[src/rtl/serial_compare_controller.sv]
// serial_compare_controller
//   Compares two unsigned WIDTH-bit operands one nibble per clock, most
//   significant nibble first. The comparison stops as soon as a nibble
//   differs, or after nibble 0 has been evaluated.
//
// Ports
//   clk           rising-edge clock
//   rst_n         asynchronous active-low reset
//   start         request a comparison (accepted only while ready=1)
//   a, b          operands, captured on the accepting edge
//   abort         cancel a comparison in progress (RUN only)
//   result_ack    consumer has taken the result (DONE only)
//   ready         high in IDLE
//   busy          high in RUN
//   result_valid  high in DONE
//   a_gt_b, a_eq_b, a_lt_b  one-hot comparison result, zero outside DONE
//   nib_used      number of nibbles evaluated for the presented result
module serial_compare_controller #(
   parameter int WIDTH = 16
) (
   input  logic                         clk,
   input  logic                         rst_n,
   input  logic                         start,
   input  logic [WIDTH-1:0]             a,
   input  logic [WIDTH-1:0]             b,
   input  logic                         abort,
   input  logic                         result_ack,
   output logic                         ready,
   output logic                         busy,
   output logic                         result_valid,
   output logic                         a_gt_b,
   output logic                         a_eq_b,
   output logic                         a_lt_b,
   output logic [$clog2(WIDTH/4):0]     nib_used
);

   localparam int NIB = WIDTH / 4;
   localparam int IW  = (NIB > 1) ? $clog2(NIB) : 1;
   localparam int NW  = $clog2(NIB) + 1;

   typedef enum logic [1:0] {IDLE, RUN, DONE} state_t;

   state_t           state, state_n;
   logic [WIDTH-1:0] a_r, b_r;
   logic             gt_r, eq_r;
   logic [IW-1:0]    idx;

   logic [3:0]       a_nib, b_nib;
   logic             gt_n, eq_n;
   logic             last;
   logic [NW-1:0]    m;

   // Current nibble and the magnitude cascade across its four bits, MSB first.
   always_comb begin
      a_nib = a_r[{idx, 2'b00} +: 4];
      b_nib = b_r[{idx, 2'b00} +: 4];
      gt_n  = gt_r;
      eq_n  = eq_r;
      for (int unsigned k = 0; k < 4; k++) begin
         gt_n = gt_n | (eq_n & a_nib[3-k] & ~b_nib[3-k]);
         eq_n = eq_n & ~(a_nib[3-k] ^ b_nib[3-k]);
      end
      last = (idx == '0) | ~eq_n;
      m    = NW'(NIB - int'(idx));
   end

   always_comb begin
      state_n = state;
      unique case (state)
         IDLE: if (start) state_n = RUN;
         RUN: begin
            // abort wins over a comparison that would otherwise finish now
            if (abort)     state_n = IDLE;
            else if (last) state_n = DONE;
         end
         DONE: if (result_ack) state_n = IDLE;
         default: state_n = IDLE;
      endcase
   end

   always_ff @(posedge clk or negedge rst_n) begin
      if (!rst_n) state <= IDLE;
      else        state <= state_n;
   end

   always_ff @(posedge clk or negedge rst_n) begin
      if (!rst_n) begin
         a_r      <= '0;
         b_r      <= '0;
         gt_r     <= 1'b0;
         eq_r     <= 1'b0;
         idx      <= '0;
         a_gt_b   <= 1'b0;
         a_eq_b   <= 1'b0;
         a_lt_b   <= 1'b0;
         nib_used <= '0;
      end else begin
         unique case (state)
            IDLE: if (start) begin
               a_r  <= a;
               b_r  <= b;
               gt_r <= 1'b0;
               eq_r <= 1'b1;
               idx  <= IW'(NIB - 1);
            end
            RUN: if (!abort) begin
               gt_r <= gt_n;
               eq_r <= eq_n;
               if (last) begin
                  a_gt_b   <= gt_n;
                  a_eq_b   <= eq_n;
                  a_lt_b   <= ~gt_n & ~eq_n;
                  nib_used <= m;
               end else begin
                  idx <= idx - 1'b1;
               end
            end
            DONE: if (result_ack) begin
               a_gt_b   <= 1'b0;
               a_eq_b   <= 1'b0;
               a_lt_b   <= 1'b0;
               nib_used <= '0;
            end
            default: ;
         endcase
      end
   end

   assign ready        = (state == IDLE);
   assign busy         = (state == RUN);
   assign result_valid = (state == DONE);

endmodule

[config.mk]
export PLATFORM = sky130hd
export DESIGN_NAME = serial_compare_controller
export DESIGN_NICKNAME = d
export VERILOG_FILES = /design/src/rtl/serial_compare_controller.sv
export SDC_FILE = /design/constraint.sdc
export NUM_CORES = 1
export LEC_CHECK = 0
export BUFFER_PORTS_ARGS = -buffer_cell sky130_fd_sc_hd__buf_2
export CAP_MARGIN = 10
export CORE_ASPECT_RATIO = 0.7
export CORE_MARGIN = 2
export CORE_UTILIZATION = 48
export DETAILED_ROUTE_END_ITERATION = 10
export PLACE_DENSITY_LB_ADDON = 0.05
export SLEW_MARGIN = 20
export SYNTH_ARGS = -nofsm -noshare
export SYNTH_HDL_FRONTEND = slang
export SYNTH_SLANG_ARGS = --single-unit
[constraint.sdc]
create_clock -name clk -period 2.2 [get_ports clk]
set_input_delay 0.22 -clock clk [delete_from_list [all_inputs] [get_ports clk]]
set_output_delay 0.22 -clock clk [all_outputs]
set_load 0.03 [all_outputs]
Word level (Yosys, flattened, before mapping)
Index checks and enable logic that the tools add are counted.
{"block": "word_totals", "reg_bits": 44, "input_bits": 37, "ramBits": 0, "n_memories": 0, "rom_bits": 0, "elab_cells": 92, "out_inout_bits": 9, "latch_bits": 0}
{"block": "op_classes", "div_mod_pow": 0, "mul": 0, "addsub": 2, "n_mux": 29, "n_lt_le_gt_ge": 0, "n_reduce_logical": 9, "bitwise_logic": 32, "shifts": 2, "eq_ne": 8}
{"cell": "16-bit by 5-bit variable part select with 4-bit output", "n": 2}
{"cell": "2-bit two-way mux", "n": 7}
{"cell": "1-bit AND", "n": 13}
{"cell": "1-bit two-way mux", "n": 11}
{"cell": "1-bit NOT", "n": 10}
{"cell": "1-bit one-hot mux with 2 select lines", "n": 5}
{"cell": "3-bit two-way mux", "n": 3}
{"cell": "2-bit inequality test (second input constant)", "n": 4}
{"cell": "4-bit AND reduction", "n": 2}
{"cell": "2-bit one-hot mux with 3 select lines", "n": 1}
{"cell": "3-bit one-hot mux with 2 select lines", "n": 1}
{"cell": "3-bit AND reduction", "n": 2}
{"cell": "1-bit bitwise OR", "n": 5}
{"cell": "2-bit logical NOT", "n": 2}
{"cell": "2-bit one-hot mux with 2 select lines", "n": 1}
{"cell": "2-bit nonzero test", "n": 2}
{"cell": "1-bit bitwise XOR", "n": 4}
{"cell": "3-bit by 2-bit inequality test with 1-bit output (second input constant)", "n": 1}
{"cell": "3-bit by 2-bit subtractor with 3-bit output (first input constant)", "n": 1}
{"cell": "2-bit by 1-bit == test with 1-bit output (second input constant)", "n": 1}
{"cell": "2-bit == test (second input constant)", "n": 1}
{"cell": "2-bit by 1-bit inequality test with 1-bit output (second input constant)", "n": 1}
{"cell": "2-bit AND reduction", "n": 1}
{"cell": "2-bit by 1-bit subtractor with 2-bit output (second input constant)", "n": 1}

Depth between registers and ports, before layout
Gate-level depths: netlist of run 1.
{"block": "depth", "ltp_word": 14, "depth_mapped": 7, "mapped_depth_nobuf": 5}

Least setup slack after synthesis of run 1
Ideal clock, no wire load.
{"block": "synth_path", "path_type": "flip-flop to flip-flop", "startpoint": "register state[1]", "endpoint": "register a_r[0]", "path_buffers": 2, "setup_slack_ns": 0.025, "path_stages_with_launch": 6, "setup_ns": 0.125, "synth_period_minus_slack_ns": 2.175, "arrival_ns": 2.050, "path_cell_list": "dfrtp_1 nor2_1 and2_1 clkbuf_1 clkbuf_1 mux2_2"}
{"block": "synth_between", "elab_chain_len": 2}
{"element": "start, declared", "line": "43", "rtl": "state_t state, state_n;"}
{"element": "start signal, assigned", "line": "83", "rtl": "else state <= state_n;"}
{"element": "2-bit logical NOT"}
{"element": "net ready", "line": "28", "rtl": "output logic ready,"}
{"element": "2-bit AND reduction (no source line)"}
{"element": "end signal, assigned", "line": "88", "rtl": "a_r <= '0;"}
{"element": "end signal, assigned", "line": "100", "rtl": "a_r <= a;"}
{"element": "end, declared", "line": "44", "rtl": "logic [WIDTH-1:0] a_r, b_r;"}
The timed path passes the listed nets, and every way through them passes these cells.
A chain may end at the register's enable or synchronous reset.

Final worst setup path of run 1
{"block": "layout_path", "startpoint": "register idx[0]", "endpoint": "register a_eq_b"}
{"block": "layout_between", "elab_chain_len": 11, "elab_cells_between_ends": 22}
{"element": "start, declared", "line": "46", "rtl": "logic [IW-1:0] idx;"}
{"element": "start signal, assigned", "line": "104", "rtl": "idx <= IW'(NIB - 1);"}
{"element": "start signal, assigned", "line": "115", "rtl": "idx <= idx - 1'b1;"}
{"element": "16-bit by 5-bit variable part select with 4-bit output, on equally long branches", "line": "55, 56"}
{"element": "1-bit bitwise XOR", "line": "61", "rtl": "eq_n = eq_n & ~(a_nib[3-k] ^ b_nib[3-k]);"}
{"element": "1-bit NOT", "line": "61"}
{"element": "1-bit AND (4 in series)", "line": "61"}
{"element": "1-bit NOT", "line": "63", "rtl": "last = (idx == '0) | ~eq_n;"}
{"element": "1-bit bitwise OR", "line": "63"}
{"element": "2-bit by 1-bit inequality test with 1-bit output (no source line)"}
{"element": "4-bit AND reduction (no source line)"}
{"element": "end signal, assigned", "line": "111", "rtl": "a_eq_b <= eq_n;"}
{"element": "end, declared", "line": "32", "rtl": "output logic a_eq_b,"}
Parallel ways exist; a longest one is shown, timed or not. The select of a mux whose other input is x is not followed.

==> results.cfg, run 1 <==
[outcome]
outcome = finished, final reports clean

[timing]
max_freq_mhz = 475
fin_tns_setup_ns = 0
worst_hold_slack_ns = 0.0808
tightest_slew_ns = 0.969
slew_headroom = 0.354
final_max_slew_viol_count = 0
period_share = 0.957
hold_viol = 0
min_period_ns = 2.10
fin_skew_ns = 0.00858
setup_viol = 0

[drt]
routedWlPerCell_um = 15.0
vias = 1345
drtAntennaViolNets = 0
avgViaCountPerCell = 5.23
drt_first_pass_iters = 4
drc = 0
drt_iter0_markers = 41
routed_wl_um = 3850

[yosys]
synth_top_family_by_area = multiplexers
synth_compound_area_frac = 0.0430
ys_async_sr_fraction = 1.00
muxShareOfSynthArea = 0.302
synth_xor_area_frac = 0.0247
yosysTopAreaCellShare = 0.518
yosysSeqAreaShare = 0.518
syn_nets = 189
synth_fa_ha_area_frac = 0.0112
synth_most_common_cell = dfrtp_1
synth-simple-area-share = 0.0689
synth.distinct_cells = 32
netlist_area_um2 = 2120
synthTopCellsByArea = dfrtp_1, mux2_2, mux4_2, mux4_1, xnor2_1
synth_edf_count = 0
netlist_instances = 151
synth_warnings = 0
synth.avg_cell_area_um2 = 14.1
synth_flop_cell = dfrtp_1
synth_top_area_cell = dfrtp_1
synth_common_cells = dfrtp_1, mux2_2, inv_1, nor2_1, mux4_2
ys_seq_elements = 44

[power_and_ir_drop]
internal_power_uw = 2410
vdd_drop_max_mv = 0.629
p_clk_frac = 0.140
power.leakage_uw = 0.00116
p_per_area_nw_per_um2 = 1460
p_comb_frac = 0.479
seqPwrFrac = 0.382
p_sw_uw = 1300
sw_frac_of_total = 0.349

[cts]
clkLatencyLatePin_ns = 0.29
htreeDepth = 2
ctsResizeCount = 0
clockBufferDepth = 2
cts_tree = built
cts_inserted_buffers = 5
post_cts_buffers = 0
clk_root_buffer_cell = clkbuf_8
clkTransAtPathRegs_ns = 0.08
hold_buffers = 0
clock-sinks = 44

[place]
hpwl_um = 2790
portBuffers = 45
dp_cells = 249
gp_congestion = 0.852

[critical_path]
path_class = reg -> reg
cp-startpoint = idx[0]$_DFFE_PN0P_
critPathMaxFanout = 8
crit_buf_inv = 1
crit_family = multiplexers
r2r_start = idx[0]$_DFFE_PN0P_
critical_path_arrival_ns = 2.28
cp.depth = 6
start_kind = flip-flop
cpMaxStageDelayCell = mux4_2
path_cells = buf_6 -> mux4_2 -> xnor2_2 -> and3_4 -> a31oi_4 -> mux2_4
cp_slowest_stage_delay_ns = 0.56
crit_required_ns = 2.38
reg2reg_depth = 6
r2r_setup_slack_ns = 0.1
endpoint_kind = flip-flop

[floorplan]
die_w_um = 83.5
start_util = 0.494
die_y_um = 59.7
io_pins = 46
die_area_um2 = 4980
rows = 20
core_um2 = 4300

[layout]
final_cells = 257
areaGrowthSynthToFinish_pct = 19.9
drive_gt1_frac = 0.530
diodes = 0
nNetsFinal = 239

[global_routing]
grt_pass1_vias = 1465
track_usage = 0.174
grt-ovfl-total = 0
antenna_found_initial = 0
grt_max_degree = 45
grt_first_pass_wirelength_um = 6670

[worst_hold_path]
worstHoldPathType = in -> async

[job]
maxCapViolations = 0
## through the flow
stage | instance area (um2) | utilization | total power [uW] | setup slack (ns)
2_1_floorplan | 2120 | - | 2730 | 0.0250
3_3_place_gp | 2420 | 0.562 | 3070 | 0.149
3_5_place_dp | 2420 | 0.562 | 3130 | 0.100
4_1_cts | 2510 | 0.583 | 3640 | 0.0809
5_1_grt | 2550 | 0.592 | 3990 | -0.00172
6_report | 2550 | 0.592 | 3710 | 0.0955
## power by group through the flow
stage	Sequential, uW	Combinational [uW]	Clock, uW
after global placement	1430	1640	0
after floorplan	1430	1300	0
after detailed placement	1430	1690	0
after CTS	1420	1700	532
after global routing	1470	1950	565
final	1420	1780	518
## cell type report
cell class / count / area [um2]
Sequential cell: 44 / 1100
Clock buffer: 7 / 86.3
Multi-Input combinational cell: 91 / 982
Timing Repair Buffer: 49 / 263
Inverter: 10 / 37.5
Clock inverter: 1 / 7.51
Fill cell: 376 / 1760
Tap cell: 55 / 68.8
## registers in the layout (all words and copies together) (netlist names)
signal / flops
gt_r: 1
a_gt_b: 1
a_r: 16
eq_r: 1
a_eq_b: 1
nib_used: 3
state: 2
idx: 2
b_r: 16
a_lt_b: 1
## metal layers
layer | vias to the layer above | part of all wire | global-route usage
met1 | 670 | 0.48 | 0.236
met2 | 30 | 0.46 | 0.280
met5 | - | 0 | 0
li1 | 641 | - | -
met4 | 0 | 0.010 | 0.0507
met3 | 4 | 0.050 | 0.0525
## cells in the final DEF, fill, tap and decap left out, drive strengths merged, types with 4 or more instances in the layout
| cell | n |
|---|---|
| buf | 49 |
| dfrtp | 44 |
| mux2 | 34 |
| inv | 10 |
| mux4 | 9 |
| nor2 | 8 |
| clkbuf | 7 |
| xnor2 | 6 |
| nand2b | 4 |
| mux2i | 4 |
## worst paths after layout
kind | endpoint
hold reg to reg | a_r[8]$_DFFE_PN0P_
setup / recovery | a_eq_b$_DFFE_PN0P_
hold / removal | b_r[4]$_DFFE_PN0P_
max in group asynchronous | idx[1]$_DFFE_PN0P_
min in group clk | state[1]$_DFFE_PN0P_
setup reg to reg | a_eq_b$_DFFE_PN0P_
## cell families after synthesis
| group | count (synthesis) |
|---|---|
| AO/OA/AOI/OAI | 10 |
| AND/OR/NAND/NOR | 26 |
| buffers and inverters | 16 |
| flip-flops | 44 |
| multiplexers | 47 |
| adder cells (fa/ha/maj) | 2 |
| XOR/XNOR | 6 |
Note: power is estimated with default switching activity, not from simulation.
==> inputs of run 2 (changes only) <==
PLACE_DENSITY = 0.87   (was not set)
PLACE_DENSITY_LB_ADDON = not set   (was 0.05)
==> results.cfg, run 2 (same netlist as run 1, synthesis figures left out) <==
[outcome]
outcome = finished, final reports clean

[global_routing]
grt_first_pass_wirelength_um = 6440
track_usage = 0.173
grt-ovfl-total = 0
antenna_found_initial = 0
grt_pass1_vias = 1350
grt_max_degree = 45

[floorplan]
core_um2 = 4300
die_y_um = 59.7
start_util = 0.494
die_w_um = 83.5
die_area_um2 = 4980
io_pins = 46
rows = 20

[layout]
final_common_cell = buf_2
drive_gt1_frac = 0.518
layout_common_cells = buf_2, dfrtp_1, mux2_2, inv_1, nor2_1
areaGrowthSynthToFinish_pct = 17.4
reg_top3 = a_r x16, b_r x16, nib_used x3
design_area_um2 = 2490
diodes = 0
nNetsFinal = 239
utilization = 0.580

[drt]
drc = 0
avgViaCountPerCell = 5.23
routed_wl_um = 3930
vias = 1329
drtAntennaViolNets = 0
routedWlPerCell_um = 15.5
drt_first_pass_iters = 4
drt_iter0_markers = 55

[timing]
setup_viol = 0
tightest_slew_ns = 0.953
max_freq_mhz = 470
fin_tns_setup_ns = 0
fin_skew_ns = 0.00713
min_period_ns = 2.13
final_max_slew_viol_count = 0
period_share = 0.967
worst_hold_slack_ns = 0.0722
hold_viol = 0
slew_headroom = 0.365
rsz0062_at_grt = false

[critical_path]
cpMaxStageDelayCell = dfrtp_1
critPathMaxFanout = 10
cp.depth = 6
crit_required_ns = 2.42
path_class = reg -> reg
endpoint_kind = flip-flop
critical_path_arrival_ns = 2.34
reg2reg_depth = 6
crit_family = multiplexers
start_kind = flip-flop
cp_slowest_stage_delay_ns = 0.54
crit_buf_inv = 2
path_cells = inv_1 -> mux4_2 -> and3_4 -> a31oi_4 -> buf_4 -> mux2i_1

[cts]
clkTransAtPathRegs_ns = 0.08
htreeDepth = 2
clock-sinks = 44
clk_root_buffer_cell = clkbuf_8
cts_inserted_buffers = 5
clkLatencyLatePin_ns = 0.30
clockBufferDepth = 2
post_cts_buffers = 0
cts_tree = built

[power_and_ir_drop]
p_total_uw = 3580
p_per_area_nw_per_um2 = 1430
vdd_drop_max_mv = 0.741
power.leakage_uw = 0.00114

[place]
hpwl_um = 3010
gp_congestion = 0.823
portBuffers = 45
post_dp_cell_area_um2 = 2420

[job]
maxCapViolations = 0

[worst_hold_path]
worstHoldPathType = in -> async
run 2: area by class of cell:
cell class                      instances  area [um2]
Multi-Input combinational cell         91         963
Timing Repair Buffer                   49         255
Clock buffer                            5        68.8
Tap cell                               55        68.8
Fill cell                             371        1810
Inverter                               10        37.5
Sequential cell                        44        1100
run 2: final timing paths:
kind	endpoint	slack (ns)	startpoint
max	nib_used[2]$_DFFE_PN0P_	0.07	idx[1]$_DFFE_PN0P_
min	a_r[2]$_DFFE_PN0P_	0.07	rst_n
max reg2reg	nib_used[2]$_DFFE_PN0P_	0.07	idx[1]$_DFFE_PN0P_
min reg2reg	a_r[12]$_DFFE_PN0P_	0.51	a_r[12]$_DFFE_PN0P_
max in group asynchronous	eq_r$_DFFE_PN0P_	1.54	rst_n
min in group clk	state[1]$_DFFE_PN0P_	0.13	result_ack
run 2: through the flow:
stage / cells / setup WS, ns
2_1_floorplan: 151 / 0.0250
3_3_place_gp: 249 / 0.143
3_5_place_dp: 249 / 0.0247
4_1_cts: 254 / 0.0109
5_1_grt: 254 / 0.00608
6_report: 254 / 0.0735
run 2: what timing repair did:
action	in CTS	in global routing
hold buffers	0	0
endpoints found under the setup margin	0	2
gates resized for setup	0	2
run 2: routing by layer:
metal  vias up  share of wire  routed length (um)  track usage
met5         -              0                   0            0
met2        36           0.45                1760        0.268
li1        635              -                   -            -
met4         0          0.013                  52       0.0691
met3         5          0.054                 213       0.0428
met1       653           0.48                1900        0.240
run 2: power breakdown:
part	leakage (uW)	switching, uW	internal [uW]
registers	0.000517	237	1180
clock network	0.0000359	248	205
logic	0.000588	772	930
total	0.00114	1260	2320
==> inputs of run 3 (changes only) <==
CORE_UTILIZATION = 54   (was 48)
PLACE_DENSITY = 0.91   (was 0.87)
RECOVER_POWER = 100   (was not set)
clock period = 2.4 ns   (was 2.2 ns; I/O delays follow)
==> results.cfg, run 3 (same netlist as run 1, synthesis figures left out) <==
[outcome]
outcome = finished, final reports clean

[drt]
vias = 1374
drt_first_pass_iters = 4
avgViaCountPerCell = 5.43
drc = 0
routedWlPerCell_um = 15.1
drtAntennaViolNets = 0
drt_iter0_markers = 57
routed_wl_um = 3820

[cts]
cts_tree = built
clkTransAtPathRegs_ns = 0.08
hold_buffers = 0
clockBufferDepth = 2
clock-sinks = 44
ctsResizeCount = 0
post_cts_buffers = 0
clkLatencyLatePin_ns = 0.29
cts_inserted_buffers = 5
htreeDepth = 2
clk_root_buffer_cell = clkbuf_8

[floorplan]
rows = 19
die_area_um2 = 4460
io_pins = 46
die_y_um = 56.5
start_util = 0.552
core_um2 = 3850
die_w_um = 79.0

[critical_path]
crit_buf_inv = 1
critPathMaxFanout = 8
cpMaxStageDelayCell = mux4_2
r2r_start = idx[0]$_DFFE_PN0P_
path_cells = buf_4 -> mux4_2 -> xnor2_1 -> and3_4 -> a31oi_4 -> mux2_1
reg2reg_depth = 6
cp_slowest_stage_delay_ns = 0.55
path_class = reg -> reg
endpoint_kind = flip-flop
crit_family = multiplexers
cp-startpoint = idx[0]$_DFFE_PN0P_
crit_required_ns = 2.58
r2r_setup_slack_ns = 0.19
critical_path_arrival_ns = 2.39
r2r-end = nib_used[0]$_DFFE_PN0P_
start_kind = flip-flop

[layout]
nFillCells = 306
layout_common_cells = dfrtp_1, buf_2, mux2_2, inv_1, clkbuf_1
areaGrowthSynthToFinish_pct = 18.1
seq_area_um2 = 1100
nNetsFinal = 238
final_cells = 253
drive_gt1_frac = 0.453
diodes = 0
final_common_cell = dfrtp_1
reg_top3 = a_r x16, b_r x16, nib_used x3
multi_input_area_um2 = 946

[place]
dp_cells = 245
gp_congestion = 0.798
portBuffers = 45
hpwl_um = 2820

[timing]
slew_headroom = 0.291
rsz0062_at_grt = false
final_max_slew_viol_count = 0
setup_viol = 0
hold_viol = 0
max_freq_mhz = 453
tightest_slew_ns = 1.06
fin_skew_ns = 0.00631
worst_hold_slack_ns = 0.131
min_period_ns = 2.21
fin_tns_setup_ns = 0
period_share = 0.920

[global_routing]
antenna_found_initial = 0
grt_pass1_vias = 1336
grt-ovfl-total = 0
grt_first_pass_wirelength_um = 6250
track_usage = 0.187
grt_max_degree = 45

[power_and_ir_drop]
p_per_area_nw_per_um2 = 1360
power.leakage_uw = 0.00112
vdd_drop_max_mv = 0.831

[job]
maxCapViolations = 0

[worst_hold_path]
worstHoldPathType = in -> async
==> run 3: cell types whose count changed in the layout (fill, tap and decap cells not counted), sizes merged <==
cell / delta
buf: -12
clkbuf: +13
bufinv: +1
==> run 3: final cells by class <==
cell class / count / share of cell area
Clock inverter: 1 / 0.0120
Clock buffer: 7 / 0.0384
Inverter: 10 / 0.0150
Multi-Input combinational cell: 91 / 0.377
Timing Repair Buffer: 48 / 0.0932
Tap cell: 52 / 0.0259
Sequential cell: 44 / 0.439
==> run 3: routing by layer <==
metal  wire length (um)  global-route usage  vias to the layer above  part of all wire
met5                  0                   0                        -                 0
met1               1930               0.270                      690              0.50
met4                 45              0.0739                        0             0.012
li1                   -                   -                      637                 -
met3                199              0.0514                        5             0.052
met2               1650               0.270                       42              0.43
==> run 3: how the worst max path moves through the flow <==
stage | cells past startpoint | end | slack, ns
floorplan | 5 | a_r[0]$_DFFE_PN0P_ | 0.23
global placement | 6 | idx[0]$_DFFE_PN0P_ | 0.32
detailed placement | 6 | a_eq_b$_DFFE_PN0P_ | 0.21
CTS | 6 | idx[0]$_DFFE_PN0P_ | 0.18
global route | 6 | idx[1]$_DFFE_PN0P_ | 0.06
finish | 6 | nib_used[0]$_DFFE_PN0P_ | 0.19
==> run 3: per-stage QoR <==
stage	power (uW)	setup slack, ns	instance area [um2]	utilization
2_1_floorplan	2510	0.225	2120	-
3_3_place_gp	2790	0.316	2410	0.625
3_5_place_dp	2860	0.210	2410	0.625
4_1_cts	3480	0.176	2530	0.658
5_1_grt	3620	0.0559	2510	0.652
6_report	3410	0.193	2510	0.652
==> run 3: where the power goes <==
group / switching [uW] / internal (uW) / leakage [uW]
Sequential: 223 / 1080 / 0.000517
Combinational: 698 / 795 / 0.000539
Clock: 243 / 367 / 0.0000645
